### src/rtl/cpu_pkg.sv
// Shared CPU definitions: CP0 register numbers, ExcCodes, handler vector,
// and the SR/Cause field positions used by the interrupt unit.
package cpu_pkg;

  localparam logic [4:0] CP0_SR    = 5'd12;
  localparam logic [4:0] CP0_CAUSE = 5'd13;
  localparam logic [4:0] CP0_EPC   = 5'd14;
  localparam logic [4:0] CP0_PRID  = 5'd15;

  localparam logic [4:0] EXC_INT  = 5'd0;
  localparam logic [4:0] EXC_ADEL = 5'd4;
  localparam logic [4:0] EXC_ADES = 5'd5;
  localparam logic [4:0] EXC_RI   = 5'd10;
  localparam logic [4:0] EXC_OV   = 5'd12;

  localparam logic [31:0] HANDLER_PC_DEF = 32'h0000_4180;

  localparam int unsigned SR_IM_LO     = 10;
  localparam int unsigned SR_EXL       = 1;
  localparam int unsigned SR_IE        = 0;
  localparam int unsigned CAUSE_BD     = 31;
  localparam int unsigned CAUSE_IP_LO  = 10;
  localparam int unsigned CAUSE_EXC_LO = 2;

  typedef enum logic [0:0] {
    NORMAL  = 1'b0,
    HANDLER = 1'b1
  } cp0_state_e;

endpackage

### src/rtl/cp0_int_arbiter.sv
// Combinational interrupt/exception arbitration: decides take and computes
// the ExcCode and EPC that the register file latches on a take.
module cp0_int_arbiter
  import cpu_pkg::*;
(
  input  logic [5:0]  ip,
  input  logic [5:0]  im,
  input  logic        ie,
  input  logic        exl,
  input  logic        exc_req,
  input  logic [4:0]  exc_code,
  input  logic        bd_m,
  input  logic [31:0] pc_m,
  output logic        take,
  output logic [4:0]  exc_code_nxt,
  output logic [31:0] epc_nxt
);

  logic int_pend;

  always_comb begin
    int_pend     = (|(ip & im)) & ie & ~exl;
    take         = int_pend | (exc_req & ~exl);
    exc_code_nxt = int_pend ? EXC_INT : exc_code;
    // Delay-slot victims restart at the branch so the branch re-executes.
    epc_nxt      = (bd_m ? pc_m - 32'd4 : pc_m) & ~32'd3;
  end

endmodule

### src/rtl/cp0_int_unit.sv
// CP0 interrupt/exception receiver: holds SR, Cause, EPC, PRId, samples
// HWInt every cycle, and flushes/redirects the pipeline on take.
module cp0_int_unit
  import cpu_pkg::*;
#(
  parameter logic [31:0] PRID       = 32'h0000_0000,
  parameter logic [31:0] HANDLER_PC = HANDLER_PC_DEF
) (
  input  logic        clk,
  input  logic        reset,
  input  logic [5:0]  hwint,
  input  logic [31:0] pc_m,
  input  logic        bd_m,
  input  logic        exc_req,
  input  logic [4:0]  exc_code,
  input  logic        eret_m,
  input  logic        we,
  input  logic [4:0]  addr,
  input  logic [31:0] wdata,
  output logic [31:0] rdata,
  output logic        take,
  output logic [31:0] epc_out
);

  cp0_state_e  state;
  logic [5:0]  im;
  logic        ie;
  logic [5:0]  ip;
  logic        bd;
  logic [4:0]  exccode;
  logic [31:0] epc;

  logic        exl;
  logic        arb_take;
  logic [4:0]  exc_code_nxt;
  logic [31:0] epc_nxt;

  assign exl = (state == HANDLER);

  cp0_int_arbiter u_arb (
    .ip           (ip),
    .im           (im),
    .ie           (ie),
    .exl          (exl),
    .exc_req      (exc_req),
    .exc_code     (exc_code),
    .bd_m         (bd_m),
    .pc_m         (pc_m),
    .take         (arb_take),
    .exc_code_nxt (exc_code_nxt),
    .epc_nxt      (epc_nxt)
  );

  // Gated so a raw exc_req cannot leak a redirect while reset is held.
  assign take    = arb_take & reset;
  assign epc_out = epc;

  always_ff @(posedge clk or negedge reset) begin
    if (!reset) begin
      state   <= NORMAL;
      im      <= '0;
      ie      <= 1'b0;
      ip      <= '0;
      bd      <= 1'b0;
      exccode <= '0;
      epc     <= '0;
    end else begin
      ip <= hwint;
      if (arb_take) begin
        state   <= HANDLER;
        exccode <= exc_code_nxt;
        bd      <= bd_m;
        epc     <= epc_nxt;
      end else begin
        if (eret_m) state <= NORMAL;
        if (we && addr == CP0_SR) begin
          im    <= wdata[SR_IM_LO +: 6];
          ie    <= wdata[SR_IE];
          state <= wdata[SR_EXL] ? HANDLER : NORMAL;
        end
        if (we && addr == CP0_EPC) epc <= {wdata[31:2], 2'b00};
      end
    end
  end

  always_comb begin
    rdata = '0;
    case (addr)
      CP0_SR: begin
        rdata[SR_IM_LO +: 6] = im;
        rdata[SR_EXL]        = exl;
        rdata[SR_IE]         = ie;
      end
      CP0_CAUSE: begin
        rdata[CAUSE_BD]            = bd;
        rdata[CAUSE_IP_LO +: 6]    = ip;
        rdata[CAUSE_EXC_LO +: 5]   = exccode;
      end
      CP0_EPC:  rdata = epc;
      CP0_PRID: rdata = PRID;
      default:  rdata = '0;
    endcase
  end

endmodule

### config.mk
export PLATFORM = sky130hd
export DESIGN_NAME = cp0_int_unit
export DESIGN_NICKNAME = d
export VERILOG_FILES = /design/src/rtl/cpu_pkg.sv /design/src/rtl/cp0_int_arbiter.sv /design/src/rtl/cp0_int_unit.sv
export SDC_FILE = /design/constraint.sdc
export NUM_CORES = 1
export LEC_CHECK = 0
export ABC_CLOCK_PERIOD_IN_PS = 2000
export CAP_MARGIN = 20
export CORE_MARGIN = 2
export CORE_UTILIZATION = 35
export CTS_BUF_LIST = sky130_fd_sc_hd__clkbuf_16
export CTS_CLUSTER_DIAMETER = 100
export DETAILED_ROUTE_END_ITERATION = 10
export GPL_ROUTABILITY_DRIVEN = 0
export PLACE_DENSITY_LB_ADDON = 0.08
export SLEW_MARGIN = 20
export SYNTH_ARGS = -nofsm -noshare
export SYNTH_HDL_FRONTEND = slang
export SYNTH_SLANG_ARGS = --single-unit
### constraint.sdc
create_clock -name clk -period 2 [get_ports clk]
set_input_delay 0.4 -clock clk [delete_from_list [all_inputs] [get_ports clk]]
set_output_delay 0.4 -clock clk [all_outputs]
set_load 0.03 [all_outputs]
**Word-level counts from Yosys, hierarchy flattened**

Index checks and enable logic that the tools add are counted.

- Reductions and logical operators: 6
- $mul: 0
- Equal/unequal tests: 3
- Shifts and indexed selects: 0
- Add/sub/neg operators: 1
- Order comparisons: 0
- Divide/modulo/power cells: 0
- Bitwise gates (word level): 8
- Muxes and demuxes: 14

Operators with widths:

| kind | number |
|---|---|
| 2-to-1 mux 32 bit | 3 |
| subtractor 32 x 3 -> 32 bit, second input constant | 1 |
| case mux 6 bit (3 select lines) | 1 |
| equality test 5 x 4 -> 1 bit, second input constant | 3 |
| 2-to-1 mux 15 bit | 1 |
| case mux 5 bit (2 select lines) | 1 |
| AND 6 bit | 1 |
| OR reduction 6 bit | 1 |
| 2-to-1 mux 5 bit | 1 |
| AND 1 bit | 4 |
| 2-to-1 mux 1 bit | 4 |
| case mux 2 bit (2 select lines) | 1 |
| 2-to-1 mux 3 bit | 1 |
| nonzero test 3 bit | 1 |
| logical AND 1 bit | 2 |
| NOT 1 bit | 2 |
| case mux 1 bit (2 select lines) | 1 |
| AND reduction 2 bit | 1 |
| nonzero test 2 bit | 1 |
| bitwise OR 1 bit | 1 |

- Flip-flop bits (word level): 52
- Input bits: 86
- Output and inout port bits: 65
- Memories kept: 0
- Bits in read-only memories: 0
- Logic and storage cells: 39
- Latch bits: 0
- RAM bits: 0

**Depth between registers and ports, before layout**

- Depth in word-level cells: 7
- Gate-level depth with buffers: 7
- Depth with buffers taken out: 7

**Cells and area by module**

Synthesis repeated with hierarchy kept, for this count alone.

- Cells, all modules: 369
- Area, all modules: 3,455.8 um2

By module, submodules not included:

| module | seq. area each (um2) | instances | cells each | area each (um2) |
|---|---|---|---|---|
| cp0_int_unit | 1,301.2 | 1 | 263 | 2,736.4 |
| cp0_int_arbiter | 0.0 | 1 | 106 | 719.4 |

**Least setup slack after synthesis**

No wires, ideal clock.

- Kind: input to output
- From: in addr[3]
- To: out rdata[2]
- Data arrival time: 1,789 ps
- Buffers on the path: 2
- Path slack: -189 ps
- Stages on the path: 5
- Data required time: 1,600 ps
- Cells stage by stage: nand2_1 -> nor4b_1 -> clkbuf_1 -> clkbuf_1 -> a22o_1

- Word-level cells in the longest chain between the ends: 2
- Elaborated cells on any way between the ends: 3
- Those cells by class: eq/ne: 2; mux: 1

RTL lines:

| element | RTL line | text |
|---|---|---|
| start: declaration | cp0_int_unit.sv:18 | `input logic [4:0] addr,` |
| equality test 5 x 4 -> 1 bit | cp0_int_unit.sv:88 | `case (addr)` |
| case mux 5 bit (2 select lines) * | cp0_int_unit.sv:88 |  |
| end: declaration | cp0_int_unit.sv:20 | `output logic [31:0] rdata,` |

Mark *: on every way between the ends. The rest lies on a longest branch, timed or not.

**Worst setup path after layout**

- From: reg im[2]
- To: out take

- Word-level cells in the longest chain between the ends: 6

RTL lines:

| element | RTL line | text |
|---|---|---|
| start: declaration | cp0_int_unit.sv:26 | `logic [5:0] im;` |
| start signal: assignment | cp0_int_unit.sv:77 | `im <= wdata[SR_IM_LO +: 6];` |
| AND 6 bit | cp0_int_arbiter.sv:22 | `int_pend = (\|(ip & im)) & ie & ~exl;` |
| OR reduction 6 bit | cp0_int_arbiter.sv:22 |  |
| AND 1 bit (2 in a row) | cp0_int_arbiter.sv:22 |  |
| bitwise OR 1 bit | cp0_int_arbiter.sv:23 | `take = int_pend \| (exc_req & ~exl);` |
| AND 1 bit | cp0_int_unit.sv:55 | `assign take = arb_take & reset;` |
| end: declaration | cp0_int_unit.sv:21 | `output logic take,` |

Every way passes these cells.

==> impl_metrics.yaml <==
global_route:
  grt_overflow: 0
  grt_pass1_wl_um: 16000
  grt_usage: 0.201
  antenna_found_initial: 0
  grt_max_degree: 51
  grt_pass1_vias: 3191
sta:
  slew_headroom: 0.558
  setup_viol: 0
  period_share: 0.985
  min_period_ps: 1970
  fin_skew_ps: 2.82
  drv_slew: 0
  grt_setup_unrepaired: "true"
  worst-slew-pin-transition_ps: 662
  fmax_ghz: 0.508
  holdWs_ps: 251
  hold_viol: 0
floorplanning:
  die_x_um: 98.4
  dieArea_um2: 9690
  num_rows: 34
  fp.dieH_um: 98.4
  ios: 151
  core_um2: 8680
  initial_core_util: 0.360
clocking:
  clk_latency_ps: 290
  numCtsBuffers: 5
  cts.sink_count: 50
  cts_tree: "done"
  ctsRootBufferMaster: "clkbuf_16"
  htree_levels: 2
  path_clk_slew_ps: 70
  clock_path_buffers: 2
worst_setup_path:
  crit_type: "flip-flop to output pin"
  crit_path_max_incr_delay_ps: 410
  path_cells: "a22oi_2 > a31oi_4 > o21ba_4 > and2_4 > buf_6"
  critPathBufInv: 1
  worstSetupStartpointType: "flip-flop"
  crit_family: "compound AO/OA/AOI/OAI gates"
  worst_path_max_delay_cell: "dfrtp_1"
  reg2reg_depth: 7
  crit_fanout: 3
  crit_required_ps: 1600
  crit_arrival_ps: 1570
  cp.depth: 5
  endpoint_kind: "output pin"
power_and_ir_drop:
  peakVddDrop_v: 0.000487
  p_per_area_nw_per_um2: 845
  p_leak_nw: 2.55
placement:
  hpwl_um: 7130
  dp_cells: 597
  portBuffers: 146
drt:
  drt_wl_total_um: 10100
  drt-initial-drc-count: 119
  num_vias: 3169
  wl_per_cell_um: 16.3
  drtPass1Iterations: 4
  ant_nets: 0
  drc: 0
  routed_via_density: 5.12
synth:
  syn_area_um2: 3120
  yosys_warnings: 0
  synth-seq-area-share: 0.401
  yosysUniqueCellTypes: 47
  synth.ff_latch_count: 50
  ys.flop_type: "dfrtp_1"
  synth_edf_count: 0
  syn_inst: 313
  async_flop_share: 1.00
  syn_avg_cell_area_um2: 9.97
final_layout:
  diodes: 0
  fillers: 767
  fin_nets: 597
  drive_gt1_frac: 0.344
  instances_no_fill: 619
  syn_to_final_growth_pct: 77.2
run_status:
  run_status: "finished clean"
worst_hold_path:
  hold_path_class: "input port to asynchronous set/reset pin"
flow_run:
  max_cap_viol_count: 0
cells in the mapped netlist (3+ instances only):
cell	instances	area (um2)
clkbuf_1	17	63.8
nor3_1	6	30.0
nor3b_1	3	22.5
a222oi_1	6	60.1
mux2i_1	11	110
a22oi_1	3	22.5
xnor2_1	22	193
nor4_2	5	62.6
nand2_1	19	71.3
xor2_1	6	52.6
and2_1	21	131
o21ai_1	10	50.1
and3_1	19	119
inv_1	9	33.8
dfrtp_1	50	1250
nand3b_1	3	22.5
a22o_1	11	96.3
nand3_1	4	20.0
nor3_2	6	60.1
nor2_1	7	26.3
a211oi_1	19	143
a21oi_1	18	90.1
mux2_1	7	78.8
worst paths after layout:
path                              startpoint                       to  slack [ps]
max reg2reg                im[2]$_DFFE_PN0P_           ie$_DFFE_PN0P_         110
min in group clk              bd$_DFFE_PN0N_           bd$_DFFE_PN0N_         480
max                        im[2]$_DFFE_PN0P_                     take          30
min                                    reset   exccode[0]$_DFFE_PN0N_         250
max in group asynchronous              reset  epc_out[27]$_DFFE_PN0P_        1310
min reg2reg                   bd$_DFFE_PN0N_           bd$_DFFE_PN0N_         480
worst reg2reg max path, stage by stage (launching register included):
cell     delay, ps
dfrtp_1        410
a22oi_2        280
a31oi_4        130
o21ba_4        210
buf_4          150
nor2_2         100
buf_4          170
mux2_1         340
power by group:
group          internal [mW]  switching (mW)
logic                  0.970            1.10
registers               1.35           0.286
clock network          0.586           0.378
logic make-up (layout without fill, tap and decap cells):
family                   after synthesis  count (layout)  share of synthesized area
multiplexers                          18              18                     0.0605
other                                  1               2                    0.00120
AND/OR/NAND/NOR                      109             111                      0.246
flip-flops                            50              50                      0.401
buffers and inverters                 31             226                     0.0429
AO/OA/AOI/OAI                         75              75                      0.166
XOR/XNOR                              28              28                     0.0786
adder cells (fa/ha/maj)                1               1                    0.00401
registers in the layout (all words and copies together), names as in the netlist:
name     count
bd           1
epc_out     30
exccode      5
exl          1
ie           1
im           6
ip           6
cell type report:
cell class,instances,area [um2],area share
clock buffer,5,125,0.0226
timing repair buffer,209,2000,0.361
inverter,9,33.8,0.00611
tap,108,135,0.0244
sequential,50,1250,0.226
clock inverter,3,41.3,0.00747
multi-input combinational,235,1950,0.352
placed cells by master, fill, tap and decap left out, types with 9 or more instances in the layout:
cell type        instances
clkdlybuf4s50_1         97
buf_4                   71
dfrtp_1                 50
xnor2_1                 21
and3_1                  19
a211oi_1                19
and2_2                  18
nand2_1                 18
a21oi_1                 18
buf_6                   18
mux2i_1                 11
o21ai_1                 10
dlymetal6s2s_1           9
what timing repair did:
action | 4_1_cts | 5_1_grt
gates cloned | 2 | 2
setup endpoints to repair | 46 | 44
hold buffers | 0 | 0
hold endpoints to repair | 0 | 0
pin swaps | 15 | 17
resized for setup | 42 | 30
setup buffers | 6 | 5
per-layer routing:
| metal | share of wire | GRT usage | vias to the layer above |
|---|---|---|---|
| met2 | 0.49 | 0.330 | 105 |
| li1 | - | - | 1536 |
| met5 | 0 | 0 | - |
| met3 | 0.052 | 0.0284 | 10 |
| met4 | 0.011 | 0.0411 | 0 |
| met1 | 0.45 | 0.286 | 1518 |
per-stage QoR:
step | TNS, ps | total power, mW | utilization | instance area (um2) | setup WS [ps]
global placement | -17240 | 3.65 | 0.581 | 5040 | -320
global route | -66.3 | 4.92 | 0.637 | 5530 | -26.3
floorplan | -50.2 | 2.66 | - | 3160 | -50.2
detailed placement | -18590 | 3.66 | 0.581 | 5040 | -387
CTS | -59.8 | 4.69 | 0.619 | 5370 | -28.7
finish | 0 | 4.67 | 0.637 | 5530 | 29.8
No activity file was read; power rests on OpenSTA's default activity.
